$ cat config.mk
export PLATFORM = sky130hd
export DESIGN_NAME = mips_muldiv_unit
export DESIGN_NICKNAME = d
export VERILOG_FILES = /design/src/rtl/mips_muldiv_unit.sv
export SDC_FILE = /design/constraint.sdc
export NUM_CORES = 1
export LEC_CHECK = 0
export BUFFER_PORTS_ARGS = -buffer_cell sky130_fd_sc_hd__buf_2
export CORE_AREA = 2 2 164 166
export DETAILED_ROUTE_END_ITERATION = 16
export DIE_AREA = 0 0 166 168
export PLACE_DENSITY = 0.82
export SLEW_MARGIN = 20
export SYNTH_ARGS = -nofsm -noshare
export SYNTH_HDL_FRONTEND = slang
export SYNTH_SLANG_ARGS = --single-unit
export TNS_END_PERCENT = 1
$ cat constraint.sdc
create_clock -name clk -period 4 [get_ports clk]
set_input_delay 0.8 -clock clk [delete_from_list [all_inputs] [get_ports clk]]
set_output_delay 0.8 -clock clk [all_outputs]
set_load 0.03 [all_outputs]
$ cat src/rtl/mips_muldiv_unit.sv
// Iterative MIPS multiply/divide unit owning the HI/LO registers.
// Build option: define MULDIV_FASTMUL_EN to replace the shift-add multiply with a single-cycle multiply.
module mips_muldiv_unit #(
  parameter int DATAWIDTH = 32
) (
  input  logic                 clk,
  input  logic                 reset_n,
  input  logic                 start,
  input  logic [2:0]           op,
  input  logic [DATAWIDTH-1:0] a,
  input  logic [DATAWIDTH-1:0] b,
  output logic                 busy,
  output logic                 done,
  output logic [DATAWIDTH-1:0] hi,
  output logic [DATAWIDTH-1:0] lo,
  output logic                 divzero,
  output logic [2:0]           o_dbg_state
);

  localparam int CNTWIDTH = $clog2(DATAWIDTH) + 1;
  localparam int W2       = 2 * DATAWIDTH;
  localparam int MSB      = DATAWIDTH - 1;
`ifdef MULDIV_FASTMUL_EN
  localparam bit FASTMUL = 1'b1;
`else
  localparam bit FASTMUL = 1'b0;
`endif

  // Handshake: start is honoured only in IDLE (busy=0); an accepted MULT/DIV
  // raises busy on the accept edge and done pulses for one cycle when HI/LO update.
  typedef enum logic [2:0] {S_IDLE, S_MUL, S_DIV, S_FIX, S_DONE} state_t;

  state_t                r_state, w_state_nxt;
  logic [W2-1:0]         r_acc;
  logic [DATAWIDTH-1:0]  r_opa;
  logic [CNTWIDTH-1:0]   r_cnt;
  logic                  r_neg_q, r_neg_r, r_is_div;
  logic [DATAWIDTH-1:0]  r_hi, r_lo;
  logic                  r_busy, r_done, r_divzero;

  logic                  w_sgn, w_b_zero, w_last;
  logic [DATAWIDTH:0]    w_mul_sum, w_rem_sh, w_diff;
  logic [W2-1:0]         w_mul_next, w_div_next, w_prod, w_fixed;
  logic [DATAWIDTH-1:0]  w_q, w_r;

  function automatic logic [DATAWIDTH-1:0] f_neg(input logic [DATAWIDTH-1:0] x);
    return ~x + DATAWIDTH'(1);
  endfunction

  function automatic logic [DATAWIDTH-1:0] f_abs(input logic [DATAWIDTH-1:0] x);
    return x[MSB] ? f_neg(x) : x;
  endfunction

  assign w_sgn    = ~op[0];
  assign w_b_zero = (b == '0);
  assign w_last   = (r_cnt == CNTWIDTH'(DATAWIDTH - 1));

  // Multiply: accumulator holds {partial product, remaining multiplier bits}.
  assign w_mul_sum  = {1'b0, r_acc[W2-1:DATAWIDTH]} + (r_acc[0] ? {1'b0, r_opa} : '0);
  assign w_mul_next = {w_mul_sum, r_acc[DATAWIDTH-1:1]};

  // Divide: accumulator holds {remainder, dividend bits / quotient bits}.
  assign w_rem_sh   = r_acc[W2-1:DATAWIDTH-1];
  assign w_diff     = w_rem_sh - {1'b0, r_opa};
  assign w_div_next = w_diff[DATAWIDTH]
                    ? {w_rem_sh[DATAWIDTH-1:0], r_acc[DATAWIDTH-2:0], 1'b0}
                    : {w_diff[DATAWIDTH-1:0],   r_acc[DATAWIDTH-2:0], 1'b1};

`ifdef MULDIV_FASTMUL_EN
  assign w_prod = {{DATAWIDTH{1'b0}}, r_opa} * {{DATAWIDTH{1'b0}}, r_acc[DATAWIDTH-1:0]};
`else
  assign w_prod = r_acc;
`endif

  assign w_q = r_acc[DATAWIDTH-1:0];
  assign w_r = r_acc[W2-1:DATAWIDTH];

  always_comb begin
    w_fixed = r_acc;
    if (!r_is_div)
      w_fixed = r_neg_q ? (~w_prod + W2'(1)) : w_prod;
    else if (r_divzero)
      w_fixed = {w_q, {DATAWIDTH{1'b1}}};  // low half holds the raw dividend here
    else
      w_fixed = {r_neg_r ? f_neg(w_r) : w_r, r_neg_q ? f_neg(w_q) : w_q};
  end

  always_comb begin
    w_state_nxt = r_state;
    case (r_state)
      S_IDLE: begin
        if (start) begin
          case (op)
            3'b000, 3'b001: w_state_nxt = FASTMUL ? S_FIX : S_MUL;
            3'b010, 3'b011: w_state_nxt = w_b_zero ? S_FIX : S_DIV;
            default:        w_state_nxt = S_IDLE;
          endcase
        end
      end
      S_MUL, S_DIV: if (w_last) w_state_nxt = S_FIX;
      S_FIX:        w_state_nxt = S_DONE;
      S_DONE:       w_state_nxt = S_IDLE;
      default:      w_state_nxt = S_IDLE;
    endcase
  end

  always_ff @(posedge clk or negedge reset_n) begin
    if (!reset_n) r_state <= S_IDLE;
    else          r_state <= w_state_nxt;
  end

  always_ff @(posedge clk or negedge reset_n) begin
    if (!reset_n) begin
      r_acc     <= '0;
      r_opa     <= '0;
      r_cnt     <= '0;
      r_neg_q   <= 1'b0;
      r_neg_r   <= 1'b0;
      r_is_div  <= 1'b0;
      r_hi      <= '0;
      r_lo      <= '0;
      r_busy    <= 1'b0;
      r_done    <= 1'b0;
      r_divzero <= 1'b0;
    end else begin
      r_done <= 1'b0;
      case (r_state)
        S_IDLE: begin
          if (start) begin
            case (op)
              3'b000, 3'b001: begin
                r_opa     <= w_sgn ? f_abs(a) : a;
                r_acc     <= {{DATAWIDTH{1'b0}}, (w_sgn ? f_abs(b) : b)};
                r_neg_q   <= w_sgn & (a[MSB] ^ b[MSB]);
                r_neg_r   <= 1'b0;
                r_is_div  <= 1'b0;
                r_divzero <= 1'b0;
                r_busy    <= 1'b1;
                r_cnt     <= '0;
              end
              3'b010, 3'b011: begin
                r_opa     <= w_sgn ? f_abs(b) : b;
                r_acc     <= {{DATAWIDTH{1'b0}}, (w_b_zero ? a : (w_sgn ? f_abs(a) : a))};
                r_neg_q   <= w_sgn & (a[MSB] ^ b[MSB]);
                r_neg_r   <= w_sgn & a[MSB];
                r_is_div  <= 1'b1;
                r_divzero <= w_b_zero;
                r_busy    <= 1'b1;
                r_cnt     <= '0;
              end
              3'b100: begin
                r_hi   <= a;
                r_done <= 1'b1;
              end
              3'b101: begin
                r_lo   <= a;
                r_done <= 1'b1;
              end
              default: ;
            endcase
          end
        end
        S_MUL: begin
          r_acc <= w_mul_next;
          r_cnt <= r_cnt + CNTWIDTH'(1);
        end
        S_DIV: begin
          r_acc <= w_div_next;
          r_cnt <= r_cnt + CNTWIDTH'(1);
        end
        S_FIX: r_acc <= w_fixed;
        S_DONE: begin
          r_hi   <= r_acc[W2-1:DATAWIDTH];
          r_lo   <= r_acc[DATAWIDTH-1:0];
          r_done <= 1'b1;
          r_busy <= 1'b0;
        end
        default: ;
      endcase
    end
  end

  assign busy        = r_busy;
  assign done        = r_done;
  assign hi          = r_hi;
  assign lo          = r_lo;
  assign divzero     = r_divzero;
  assign o_dbg_state = r_state;

endmodule
=== Word level (Yosys, flattened, before mapping) ===
Cells that the tools add are included.

* Register bits after elaboration: 175
* Input port bits: 70
* Logic and storage cells: 109

* Equal/unequal tests: 19
* Bitwise operators: 9
* Reduce and logical (&&, ||, !) cells: 21
* Add/sub/neg operators: 8
* Multiplexer cells: 39

{| class="wikitable"
|+ Operators by type and width
! kind !! count
|-
| 32-bit two-way mux || 12
|-
| 64-bit two-way mux || 5
|-
| 64-bit one-hot mux with 4 select lines || 1
|-
| 32-bit one-hot mux with 2 select lines || 3
|-
| 32-bit by 1-bit adder with 32-bit output (second input constant) || 4
|-
| 32-bit NOT || 4
|-
| 64-bit one-hot mux with 2 select lines || 1
|-
| 64-bit by 1-bit adder with 64-bit output (second input constant) || 1
|-
| 64-bit NOT || 1
|-
| 32-bit by 32-bit adder with 33-bit output || 1
|-
| 33-bit by 32-bit subtractor with 33-bit output || 1
|-
| 32-bit zero test || 1
|-
| 3-bit AND reduction || 6
|-
| 3-bit by 2-bit == test with 1-bit output (second input constant) || 4
|-
| 6-bit two-way mux || 2
|-
| 6-bit one-hot mux with 2 select lines || 1
|-
| 1-bit one-hot mux with 2 select lines || 5
|-
| 5-bit AND reduction || 2
|-
| 3-bit == test (second input constant) || 3
|-
| 3-bit != test (second input constant) || 3
|-
| 3-bit one-hot mux with 3 select lines || 1
|-
| 2-bit OR reduction || 4
|-
| 6-bit by 1-bit adder with 6-bit output (second input constant) || 1
|-
| 3-bit by 1-bit == test with 1-bit output (second input constant) || 2
|-
| 15 further kinds || 27
|}

=== Longest topological paths before layout ===
* Depth in word-level cells: 8
* Gate-level depth with buffers: 16
* Depth with buffers taken out: 14

=== Worst setup path before layout ===
OpenSTA, ideal clock, no wires.

* Path type: register to register
* From: reg r_acc[32]
* To: reg r_acc[33]
* Path slack: 0.344 ns
* Path buffers: 3
* Arrival time: 3.530 ns
* Stages on the path, launching flop included: 15
* Period minus slack after synthesis: 3.656 ns
* Cells stage by stage: dfrtp_1 > clkbuf_1 > inv_1 > fa_1 > nor2b_1 > o2111ai_1 > nand3_1 > a311o_1 > a21oi_1 > a21oi_1 > xor2_1 > buf_2 > buf_2 > a21oi_1 > a221o_1

* Longest elaborated chain between the ends: 6
* Elaborated cells on any way between the ends: 12
* Those cells by class: add/sub: 4; mux: 6; bitwise: 2

{| class="wikitable"
|+ Ends and longest elaborated chain
! what !! RTL line !! source
|-
| start: declaration || 34 || <nowiki>logic [W2-1:0] r_acc;</nowiki>
|-
| start signal: assignment || 133 || <nowiki>r_acc <= {{DATAWIDTH{1'b0}}, (w_sgn ? f_abs(b) : b)};</nowiki>
|-
| start signal: assignment || 143 || <nowiki>r_acc <= {{DATAWIDTH{1'b0}}, (w_b_zero ? a : (w_sgn ? f_abs(a) : a))};</nowiki>
|-
| start signal: assignment || 164 || <nowiki>r_acc <= w_mul_next;</nowiki>
|-
| 32-bit NOT || 47 || <nowiki>return ~x + DATAWIDTH'(1);</nowiki>
|-
| 32-bit by 1-bit adder with 32-bit output || 47 ||
|-
| 32-bit two-way mux || 85 || <nowiki>w_fixed = {r_neg_r ? f_neg(w_r) : w_r, r_neg_q ? f_neg(w_q) : w_q};</nowiki>
|-
| 64-bit two-way mux || 82 || <nowiki>else if (r_divzero)</nowiki>
|-
| 64-bit two-way mux || 80 || <nowiki>if (!r_is_div)</nowiki>
|-
| 64-bit one-hot mux with 4 select lines (*) || 127 || <nowiki>case (r_state)</nowiki>
|}

Mark *: on every way between the ends. The rest lies on a longest branch, timed or not. The select of a mux whose other input is x is not followed.
A chain may end at the register's enable or synchronous reset.

=== Final worst setup path ===
* From: reg r_acc[31]
* To: reg r_acc[58]

* Longest elaborated chain between the ends: 5
* Elaborated cells on any way between the ends: 7
* Those cells by class: add/sub: 2; mux: 4; bitwise: 1

{| class="wikitable"
|+ Ends and longest elaborated chain
! what !! RTL line !! source
|-
| 64-bit NOT || 81 || <nowiki>w_fixed = r_neg_q ? (~w_prod + W2'(1)) : w_prod;</nowiki>
|-
| 64-bit by 1-bit adder with 64-bit output || 81 ||
|-
| 64-bit two-way mux || 81 ||
|-
| 64-bit two-way mux || 80 ||
|-
| 64-bit one-hot mux with 4 select lines (*) || 127 ||
|}

Marks and branches as above.

==> results.cfg <==
[clocking]
htree_num_levels = 4
cts_sinks = 175
cts_made_buffers = 17
postCtsSetupBuffers = 0
clockBufferDepth = 2
clk_pin_slew_ns = 0.08
cts_root_buffer = clkbuf_16
cts_tree = built
clock_latency_ns = 0.45

[sta]
finalSetupTns_ns = 0
min_period_over_period_pct = 96.3
worst_pin_slew_ns = 0.955
clock_skew_ns = 0.0168
setup_violations = 0
hold_viol_final = 0
slew_headroom_pct = 36.1
max_freq_ghz = 0.260
drv_slew = 0
rsz0062_at_grt = false
layout_min_cycle_time_ns = 3.85

[global_routing]
grt_pass1_wl_um = 96300
grt_max_degree = 69
grt.overflow.total = 0
grt.busiest_layer = met2
grtUsageTotal_pct = 44.7
antenna_found_initial = 0
grtUsageMet1_pct = 59.2
grtUsageMet3_pct = 12.7
use_met2_pct = 65.4
grt_pass1_vias = 16500

[final_layout]
drive_gt1_share_pct = 13.9
area_growth_pct = 12.3
nFillCells = 2325
seqCellArea_mm2 = 0.00438
final_nets = 2431
final_common_cell = nand2_1
multiInputGateArea_mm2 = 0.0109
final_cell_mix = 247 x nand2_1, 244 x nor2_1, 240 x a21oi_1, 204 x o21ai_0, 175 x dfrtp_1
antenna_cells = 0
fin_cells = 2644

[drt]
dr_total_vias = 18100
ant_nets = 0
wirelength_um = 63900
post_drt_wl_per_cell_um = 24.2
drc = 0
drtIter0Drc = 2760
first_pass_iters = 7
viasPerCell = 6.83

[die]
die_x_um = 166
dieArea_mm2 = 0.0279
start_util_pct = 60.8
rows = 60
boundaryPins = 140
die_h_um = 168
fp.coreArea_mm2 = 0.0264

[pwr]
switching_share_pct = 54.6
switchingPower_mw = 9.47
p_leak_nw = 7.98
seqPwrFrac_pct = 20.8
peakVddDrop_mv = 0.653
comb_power_share_pct = 69.4
power_density_mw_per_mm2 = 962
intPower_mw = 7.86
clock_power_share_pct = 9.8

[logic_synthesis]
yosys-mux-area-fraction_pct = 2.35
ys_ff_latch = 175
syn_area_per_cell_um2 = 7.34
netlist_area_mm2 = 0.0160
synth_compound_area_share_pct = 28.1
async_reset_ff_share_pct = 100
yosysWarningCount = 0
synth_top_family_by_area = compound AO/OA/AOI/OAI gates
synth_cells = 2183
ys_types = 76
synthSimpleGateAreaFrac_pct = 22.2
synth_ff_type = dfrtp_1
synth_fa_ha_area_share_pct = 5.63
syn-num-nets = 2324
synth_edf_count = 0
seq_area_frac_synth_pct = 27.3
synthXorXnorAreaFrac_pct = 9.07

[critical_path]
worstSetupStartpointType = flop
timing.rr.start = r_acc[31]
critPathMaxFanout = 13
rr_worst_depth = 14
crit_type = flop to flop
crit_path_end_kind = flop
crit_required_ns = 4.29
timing.rr.end = r_acc[58]
cp.arrival_ns = 4.14
r2r_slack_ns = 0.15

[run]
max_cap_violations = 0

[min_path]
hp-class = input port to async pin

[placed_design]
place_hpwl_um = 49200
io_buffers = 139
placed_cells = 2612
place_congestion = 1.08

[run_status]
outcome = finished, final reports clean
area by class of cell:
| type | count | share of cell area, % |
|---|---|---|
| inverter | 70 | 1.46 |
| sequential | 175 | 24.3 |
| clock inverter | 14 | 0.820 |
| tap | 341 | 2.37 |
| timing repair buffer | 243 | 8.30 |
| clock buffer | 18 | 2.44 |
| multi-input combinational | 1783 | 60.3 |
power by group through the flow:
stage	Combinational [mW]	Clock (mW)	Sequential (mW)
3_3_place_gp	11.3	0	3.54
4_1_cts	11.6	1.68	3.53
5_1_grt	12.8	1.76	3.67
2_1_floorplan	7.52	0	3.80
6_report	12.0	1.69	3.61
3_5_place_dp	11.5	0	3.56
logic make-up (layout without fill, tap and decap cells):
kind of cell	after synthesis	after routing
mux	36	36
xor+xnor	166	166
simple gates	771	771
fa+ha+maj	71	71
buf+inv	225	345
compound gates	739	739
flops	175	175
state kept, by name, indices dropped and copies added (netlist names):
register / cells
r_acc: 64
hi: 32
lo: 32
r_opa: 32
r_cnt: 6
o_dbg_state: 3
busy: 1
divzero: 1
done: 1
r_is_div: 1
r_neg_q: 1
r_neg_r: 1
synthesized netlist by cell type, types with 54 or more instances:
master    count  share of area [%]
xnor2_1      82                4.5
ha_1         69                5.4
nor3_1       54                1.7
xor2_1       84                4.6
inv_1        69                1.6
clkbuf_1    135                3.2
a21oi_1     240                7.5
nor2_1      248                5.8
dfrtp_1     175                 27
o21ai_0     205                6.4
nand2_1     247                5.8
metrics by stage:
stage,area (µm²),hold slack [ns],power [mW],util [%],setup WS [ns]
detailed placement,17400,0.470,15.1,66.1,0.187
CTS,18000,0.361,16.8,68.3,0.178
global route,18000,0.367,18.3,68.4,0.00934
finish,18000,0.326,17.3,68.4,0.148
global placement,17400,0.464,14.8,66.1,0.254
floorplan,16000,0.440,11.3,-,0.344
timing repair:
item / 4_1_cts / 5_1_grt
resized for setup: 0 / 4
endpoints found under the setup margin: 0 / 6
hold buffers: 0 / 0
metal layers:
metal	wire, µm	vias to the layer above
met5	0	-
met2	26500	1394
met3	9180	246
met1	23800	8385
li1	-	8034
met4	4430	0
worst max-delay path by stage:
stage,end,depth (start not counted),slack (ns),startpoint
global placement,r_acc[62],12,0.25,r_acc[0]
floorplan,r_acc[33],14,0.34,r_acc[32]
global route,r_acc[57],14,0.009,r_acc[31]
finish,r_acc[58],14,0.15,r_acc[31]
detailed placement,r_acc[62],12,0.19,r_acc[0]
CTS,r_acc[62],12,0.18,r_acc[0]
worst max-delay path, stage by stage (launching register included):
cell and delay (ns):
dfrtp_1 0.35, inv_1 0.12, ha_1 0.25, fa_1 0.42
nor2b_1 0.17, o2111ai_1 0.20, nand3_1 0.20, a311o_1 0.27
a21oi_1 0.11, a21oi_1 0.32, xor2_4 0.47, buf_4 0.29
mux2_2 0.35, nand2_1 0.07, o221ai_1 0.11
(Power assumes the default switching activity.)
